==> src/rtl/mt9v034_seq_if.sv <==
// Pin-level bundle between the MT9V034 snapshot sequencer and its neighbours.
// The master side drives the requests and frame_valid; the sequencer (slave) drives the camera pins and status.
interface mt9v034_seq_if;
  // No valid/ready handshake on this bundle. rst_req is a level that is honoured
  // every clock it is high. trig_req is a level whose rising edge asks for one
  // frame. frame_valid is the raw sensor level. All status outputs are registered.
  logic        rst_req;
  logic        trig_req;
  logic        frame_valid;
  logic        cam_reset_bar;
  logic        cam_trigger;
  logic        busy;
  logic        frame_done;
  logic        timeout_err;
  logic [15:0] frame_count;
  logic [2:0]  seq_state;

  modport master (
    output rst_req, trig_req, frame_valid,
    input  cam_reset_bar, cam_trigger, busy, frame_done, timeout_err, frame_count, seq_state
  );

  modport slave (
    input  rst_req, trig_req, frame_valid,
    output cam_reset_bar, cam_trigger, busy, frame_done, timeout_err, frame_count, seq_state
  );
endinterface

==> src/rtl/mt9v034_seq.sv <==
// MT9V034 snapshot-mode sequencer: timed reset/boot, trigger pulses, frame tracking with timeout.
// Optional free-running auto trigger is built when CAM_SEQ_AUTO_TRIG_EN is defined.
module mt9v034_seq #(
`ifdef CAM_SEQ_AUTO_TRIG_EN
  parameter int AUTO_PERIOD    = 2400000,
`endif
  parameter int RST_CYCLES     = 480,
  parameter int BOOT_CYCLES    = 24000,
  parameter int TRIG_CYCLES    = 24,
  parameter int TIMEOUT_CYCLES = 2400000
) (
  input  logic          clk_24M,
  input  logic          reset_n,
  mt9v034_seq_if.slave  cam
);

  typedef enum logic [2:0] {
    RST_HOLD   = 3'd0,
    BOOT       = 3'd1,
    IDLE       = 3'd2,
    TRIG       = 3'd3,
    WAIT_FV_HI = 3'd4,
    WAIT_FV_LO = 3'd5
  } state_t;

  localparam logic [23:0] RST_LOAD  = 24'(RST_CYCLES - 1);
  localparam logic [23:0] BOOT_LOAD = 24'(BOOT_CYCLES - 1);
  localparam logic [23:0] TRIG_LOAD = 24'(TRIG_CYCLES - 1);
  localparam logic [23:0] TMO_LOAD  = 24'(TIMEOUT_CYCLES - 1);

  state_t      state;
  logic [23:0] cnt;
  logic [23:0] tcnt;
  logic        fv_s1, fv_s2;
  logic        trig_q, trig_prev;
  logic        cam_reset_bar_r, cam_trigger_r, busy_r, frame_done_r, timeout_err_r;
  logic [15:0] frame_count_r;
  logic        trig_edge, start_frame, tmo, in_frame;

  // trig_req is registered once before edge detection so cam_trigger rises two clocks after the edge.
  always_ff @(posedge clk_24M or negedge reset_n) begin
    if (!reset_n) begin
      fv_s1     <= 1'b0;
      fv_s2     <= 1'b0;
      trig_q    <= 1'b0;
      trig_prev <= 1'b0;
    end else begin
      fv_s1     <= cam.frame_valid;
      fv_s2     <= fv_s1;
      trig_q    <= cam.trig_req;
      trig_prev <= trig_q;
    end
  end

  assign trig_edge = trig_q & ~trig_prev;
  assign tmo       = (tcnt == 24'd0);
  assign in_frame  = (state == TRIG) || (state == WAIT_FV_HI) || (state == WAIT_FV_LO);

`ifdef CAM_SEQ_AUTO_TRIG_EN
  localparam logic [23:0] AUTO_LOAD = 24'(AUTO_PERIOD - 1);
  logic [23:0] acnt;

  assign start_frame = trig_edge | (acnt == 24'd0);

  // Restarted on every TRIG entry so the period is measured trigger to trigger; parks at zero.
  always_ff @(posedge clk_24M or negedge reset_n) begin
    if (!reset_n) begin
      acnt <= AUTO_LOAD;
    end else if (state == IDLE && start_frame && !cam.rst_req) begin
      acnt <= AUTO_LOAD;
    end else if (acnt != 24'd0) begin
      acnt <= acnt - 24'd1;
    end
  end
`else
  assign start_frame = trig_edge;
`endif

  always_ff @(posedge clk_24M or negedge reset_n) begin
    if (!reset_n) begin
      state           <= RST_HOLD;
      cnt             <= RST_LOAD;
      tcnt            <= 24'd0;
      cam_reset_bar_r <= 1'b0;
      cam_trigger_r   <= 1'b0;
      busy_r          <= 1'b1;
      frame_done_r    <= 1'b0;
      timeout_err_r   <= 1'b0;
      frame_count_r   <= 16'd0;
    end else begin
      frame_done_r <= 1'b0;
      if (in_frame && !tmo) begin
        tcnt <= tcnt - 24'd1;
      end
      if (cam.rst_req) begin
        state           <= RST_HOLD;
        cnt             <= RST_LOAD;
        cam_reset_bar_r <= 1'b0;
        cam_trigger_r   <= 1'b0;
        busy_r          <= 1'b1;
      end else begin
        case (state)
          RST_HOLD: begin
            if (cnt == 24'd0) begin
              state           <= BOOT;
              cnt             <= BOOT_LOAD;
              cam_reset_bar_r <= 1'b1;
            end else begin
              cnt <= cnt - 24'd1;
            end
          end
          BOOT: begin
            if (cnt == 24'd0) begin
              state  <= IDLE;
              busy_r <= 1'b0;
            end else begin
              cnt <= cnt - 24'd1;
            end
          end
          IDLE: begin
            if (start_frame) begin
              state         <= TRIG;
              cnt           <= TRIG_LOAD;
              tcnt          <= TMO_LOAD;
              timeout_err_r <= 1'b0;
              cam_trigger_r <= 1'b1;
              busy_r        <= 1'b1;
            end
          end
          TRIG: begin
            if (tmo) begin
              state         <= IDLE;
              cam_trigger_r <= 1'b0;
              busy_r        <= 1'b0;
              timeout_err_r <= 1'b1;
            end else if (cnt == 24'd0) begin
              state         <= WAIT_FV_HI;
              cam_trigger_r <= 1'b0;
            end else begin
              cnt <= cnt - 24'd1;
            end
          end
          WAIT_FV_HI: begin
            if (tmo) begin
              state         <= IDLE;
              busy_r        <= 1'b0;
              timeout_err_r <= 1'b1;
            end else if (fv_s2) begin
              state <= WAIT_FV_LO;
            end
          end
          WAIT_FV_LO: begin
            if (tmo) begin
              state         <= IDLE;
              busy_r        <= 1'b0;
              timeout_err_r <= 1'b1;
            end else if (!fv_s2) begin
              state         <= IDLE;
              busy_r        <= 1'b0;
              frame_done_r  <= 1'b1;
              frame_count_r <= frame_count_r + 16'd1;
            end
          end
          default: begin
            state           <= RST_HOLD;
            cnt             <= RST_LOAD;
            cam_reset_bar_r <= 1'b0;
            cam_trigger_r   <= 1'b0;
            busy_r          <= 1'b1;
          end
        endcase
      end
    end
  end

  assign cam.cam_reset_bar = cam_reset_bar_r;
  assign cam.cam_trigger   = cam_trigger_r;
  assign cam.busy          = busy_r;
  assign cam.frame_done    = frame_done_r;
  assign cam.timeout_err   = timeout_err_r;
  assign cam.frame_count   = frame_count_r;
  assign cam.seq_state     = state;

endmodule

==> src/flat_wrapper.sv <==
// flat-port wrapper written by rule: the top's interface ports become plain ports
module mt9v034_seq_flat 
#(

  parameter int RST_CYCLES     = 480,
  parameter int BOOT_CYCLES    = 24000,
  parameter int TRIG_CYCLES    = 24,
  parameter int TIMEOUT_CYCLES = 2400000
)
  (clk_24M, reset_n, cam_rst_req, cam_trig_req, cam_frame_valid, cam_cam_reset_bar, cam_cam_trigger, cam_busy, cam_frame_done, cam_timeout_err, cam_frame_count, cam_seq_state);
  mt9v034_seq_if cam_i ();
  input  logic clk_24M;
  input  logic reset_n;
  input wire logic [$bits(cam_i.rst_req)-1:0] cam_rst_req;
  input wire logic [$bits(cam_i.trig_req)-1:0] cam_trig_req;
  input wire logic [$bits(cam_i.frame_valid)-1:0] cam_frame_valid;
  output wire logic [$bits(cam_i.cam_reset_bar)-1:0] cam_cam_reset_bar;
  output wire logic [$bits(cam_i.cam_trigger)-1:0] cam_cam_trigger;
  output wire logic [$bits(cam_i.busy)-1:0] cam_busy;
  output wire logic [$bits(cam_i.frame_done)-1:0] cam_frame_done;
  output wire logic [$bits(cam_i.timeout_err)-1:0] cam_timeout_err;
  output wire logic [$bits(cam_i.frame_count)-1:0] cam_frame_count;
  output wire logic [$bits(cam_i.seq_state)-1:0] cam_seq_state;
  assign cam_i.rst_req = cam_rst_req;
  assign cam_i.trig_req = cam_trig_req;
  assign cam_i.frame_valid = cam_frame_valid;
  assign cam_cam_reset_bar = cam_i.cam_reset_bar;
  assign cam_cam_trigger = cam_i.cam_trigger;
  assign cam_busy = cam_i.busy;
  assign cam_frame_done = cam_i.frame_done;
  assign cam_timeout_err = cam_i.timeout_err;
  assign cam_frame_count = cam_i.frame_count;
  assign cam_seq_state = cam_i.seq_state;
  mt9v034_seq #(.RST_CYCLES(RST_CYCLES), .BOOT_CYCLES(BOOT_CYCLES), .TRIG_CYCLES(TRIG_CYCLES), .TIMEOUT_CYCLES(TIMEOUT_CYCLES)) u_core (.clk_24M(clk_24M), .reset_n(reset_n), .cam(cam_i));
endmodule
==> config.mk <==
export PLATFORM = sky130hd
export DESIGN_NAME = mt9v034_seq_flat
export DESIGN_NICKNAME = d
export VERILOG_FILES = /design/src/rtl/mt9v034_seq_if.sv /design/src/rtl/mt9v034_seq.sv /design/src/flat_wrapper.sv
export SDC_FILE = /design/constraint.sdc
export NUM_CORES = 1
export LEC_CHECK = 0
export CAP_MARGIN = 20
export CORE_ASPECT_RATIO = 1.1
export CORE_MARGIN = 1.5
export CORE_UTILIZATION = 35
export CTS_CLUSTER_SIZE = 40
export DETAILED_ROUTE_END_ITERATION = 8
export GPL_TIMING_DRIVEN = 0
export PLACE_DENSITY = 0.61
export SETUP_SLACK_MARGIN = 0.5
export SYNTH_ARGS = -nofsm -noshare
export SYNTH_HDL_FRONTEND = slang
export SYNTH_SLANG_ARGS = --single-unit
==> constraint.sdc <==
create_clock -name clk_24M -period 2.2 [get_ports clk_24M]
set_input_delay 0.44 -clock clk_24M [delete_from_list [all_inputs] [get_ports clk_24M]]
set_output_delay 0.44 -clock clk_24M [all_outputs]
set_load 0.03 [all_outputs]
==> metrics.md, run 1 <==
| Metric | Value |
|---|---|
| Status | `finished, violations left` |
| Failing checks | `negative setup slack` |
| Max Clk Rate | `~0.42 GHz` |
| Total GRT Usage | `18.9%` |
| R2R depth | `8` |
| Async S/R FF share, synth | `100%` |
| Initial Util | `36.0%` |
| Post-placement cell count | `623` |
| CTS buffer count | `9` |
| Final setup viols | `24` |
| Post-layout min period | `2.40 ns` |
| Final ANT Viol Nets | `0` |
| Largest family of logic cells by synthesized area | `simple AND/OR/NAND/NOR gates` |
| Critical path fanouts, max | `8` |
| WP buf/inv | `2` |
| Pleak | `around 0.0027 uW` |
| Worst Hold Class | `in -> async` |
| Slowest cell delay on critical path | `0.47 ns` |
| Total power after layout | `3610 uW` |
| Syn-to-layout area delta | `47.1%` |
| Final clock skew | `0.00556 ns` |
| Yosys reg bits | `76` |
| Number of detailed-route iterations in the first pass | `4` |
| Clock Tree Buf Depth | `2` |
| Crit-path cells | `buf_6 > or4_4 > nand4b_1 > or2_4 > a22oi_4 > buf_6 > o21ai_0 > a22o_1` |
| Cell repeated most along the worst path | `buf_6` |
| Layout cell share with drive strength beyond 1 | `37.9%` |
| YS warnings | `0` |
| Commonest cells after routing, fill and taps aside | `dfrtp_1 (63), buf_4 (42), nor2_1 (40), nand2_1 (38), buf_6 (26)` |
| Logic pwr share | `14.7%` |
| Reg2reg setup slack | `-0.20 ns` |
| Internal power | `2640 uW` |
| Adder-Cell Fraction of Synth Area | `1.50%` |
| Compound-gate portion of the synthesized area | `16.0%` |
| Final Max Tran Viols | `0` |
| Average routed wire per standard cell | `16.5 um` |
| Die width | `~110 um` |
| Simple-gate share of the synthesized area | `25.8%` |
| Worst path required time | `between 2 and 2.5 ns` |
| Avg Cell Area, Syn | `about 9.4 um^2` |
| Max-cap violations | `0` |
| Hold Vio Cnt, Final | `0` |
| Synth Cell Area | `approximately 4200 um^2` |
| Worst-Margin Slew | `0.926 ns` |
| Mux share of post-synthesis cell area | `0.271%` |
| CP max-delay cell | `or4_4` |
| Sum Neg Setup Slack | `-2.69 ns` |
| Port bufs | `28` |
| Clk network pwr share | `40.9%` |
| H-tree depth | `3` |
| CP Class | `reg -> reg` |
| Final period util | `109%` |
| EDFF count, synth | `0` |
| Total clock sinks | `76` |
| Type of origin of the critical path | `flop` |
| Critical path arrival | `2.63 ns` |
| Register clock-pin slew on the reported worst setup and hold paths | `0.06 ns` |
| CP delay by family, top | `simple AND/OR/NAND/NOR gates` |
| Initial antenna violation count | `0` |
| RR Startpoint | `u_core.cnt[12]$_DFFE_PN0P_` |
| Reg-to-Reg End | `u_core.cnt[15]$_DFFE_PN0P_` |
| RSZ-0062 raised after global routing | `true` |
| Row Count | `between 40 and 50` |
| Design Area, Final | `6120 um^2` |
| Drt via density | `5.46` |
| Clk_lat worst skew | `0.34 ns` |
| Net Switching | `around 970 uW` |
| Ant diodes | `0` |
| Sequential power share | `44.4%` |
| Routed wire length | `11,600 um` |
| Top_reg_cell synth | `dfrtp_1` |
| Via count | `3,814` |
| Register area share after synthesis | `46.0%` |
| XOR/XNOR share of the synthesized area | `roughly 7.6%` |
| Pin count of the biggest net entering global routing | `49` |
| # nets final | `554` |
| Post-synth cell types | `65` |
| Core area | `11,500 um^2` |
| Die height | `117 um` |
| Grt ovf | `0` |
| Vias in the first global route | `between 3,000 and 4,000` |
| Leading cell type in the layout, fill and taps excluded | `dfrtp_1` |
| Area of the die | `12,600 um^2` |
| Worst setup margin | `-0.202 ns` |
| Non-Filler Instances | `about 700` |
| Mapped Cells | `about 440` |
| Fill cell count | `about 1,000` |
| Reg area | `1920 um^2` |
| First-pass GRT wire length | `19,100 um` |
| Detail Placement HPWL | `7100 um` |
| Post-DP Area | `around 4800 um^2` |
| 1st-iter DRT viols | `205` |
| Clk root buf | `clkbuf_16` |
| Peak supply drop | `0.000348 V` |
| Type of destination of the critical path | `flop` |
| Sw Ratio | `26.8%` |
| Headroom to the max-slew limit | `between 30% and 40%` |
| Power per Cell Area | `590 nW/um^2` |
| CTS hold repair buffers | `0` |
| Multi-input gate area | `about 2800 um^2` |
| I/O pins | `29` |
| Mapped Nets | `~450` |
| Post-Place Worst Slack | `-0.565 ns` |
| CTS tree | `built` |
| DRC | `0` |
| RePlAce Congestion | `0.890` |
registers in the layout, summed over array words and instances, names as in the netlist, 3 cells and up:
name / count
u_core.cam.frame_count: 16
u_core.cam.seq_state: 3
u_core.cnt: 24
u_core.tcnt: 24
layout make-up:
cell class              instances  area share, %
multi-input cells             342           45.2
clock inverters                 2          0.572
plain buffers                  17           2.19
clock buffers                  14           4.15
well taps                     150           3.07
inverters                       9          0.572
flip-flops and latches         76           31.3
repair buffers                 89           12.9
stage by stage:
step           hold slack, ns  util, %
2_1_floorplan           0.144        -
3_3_place_gp            0.353     41.0
3_5_place_dp            0.352     41.2
4_1_cts                0.0442     49.4
5_1_grt                0.0563     53.0
6_report               0.0395     53.0
worst max path at each step:
stage                     cells past startpoint                                      to  slack, ns                                start
after floorplan                               7  u_core.cam.frame_count[14]$_DFFE_PN0P_      -0.05  u_core.cam.seq_state[1]$_DFFE_PN0P_
after global placement                        1     u_core.cam.seq_state[2]$_DFFE_PN0P_      -2.39                              reset_n
after detailed placement                      7  u_core.cam.frame_count[12]$_DFFE_PN0P_      -0.57                          cam_rst_req
after CTS                                     8              u_core.cnt[13]$_DFFE_PN0P_      -0.24           u_core.cnt[12]$_DFFE_PN0P_
after global routing                          8              u_core.cnt[15]$_DFFE_PN0P_      -0.23           u_core.cnt[12]$_DFFE_PN0P_
final                                         8              u_core.cnt[15]$_DFFE_PN0P_      -0.20           u_core.cnt[12]$_DFFE_PN0P_
synthesized netlist by cell type (11+ instances only):
cell type	count	area share (%)
nor4_1	16	2.4
xor2_1	11	2.3
clkbuf_1	12	1.1
nor3_1	33	4.0
xnor2_1	25	5.3
a21oi_1	12	1.4
nor2_1	47	4.2
nand2_1	45	4.1
dfrtp_1	67	40
o21ai_0	36	4.3
cell families after synthesis:
group,after synthesis
XOR/XNOR,36
AND/OR/NAND/NOR,204
multiplexers,1
adder cells (fa/ha/maj),5
buffers and inverters,26
flip-flops,76
AO/OA/AOI/OAI,96
worst register-to-register path: cells and delay by family (launching register included):
family	cells	cell delay, ns
compound gates	3	0.58
buf+inv	2	0.31
flops	1	0.37
simple gates	3	1.04
power groups by stage:
stage	registers, uW	logic (uW)	clock network [uW]
2_1_floorplan	1580	241	0
3_3_place_gp	1590	351	0
3_5_place_dp	1590	368	0
4_1_cts	1580	465	1500
5_1_grt	1610	586	1570
6_report	1600	529	1480
repair_timing:
action,4_1_cts,5_1_grt
gates resized for setup,120,68
pin swaps,36,33
gates cloned,3,0
buffers inserted,34,23
setup endpoints to repair,96,75
routing by layer:
layer / part of all wire (%) / vias to the layer above / global-route usage, %
li1: - / 1824 / -
met1: 43 / 1911 / 24.1
met2: 52 / 58 / 30.9
met3: 2.7 / 21 / 4.28
met4: 1.9 / 0 / 7.33
met5: 0 / - / 0
(Power assumes the default switching activity.)
==> inputs of run 2 (changes only) <==
- CAP_MARGIN: 20 -> not set
- CTS_CLUSTER_SIZE: 40 -> 14
==> results of run 2 <==
Final layout, timing and power as in run 1 (identical DEF).
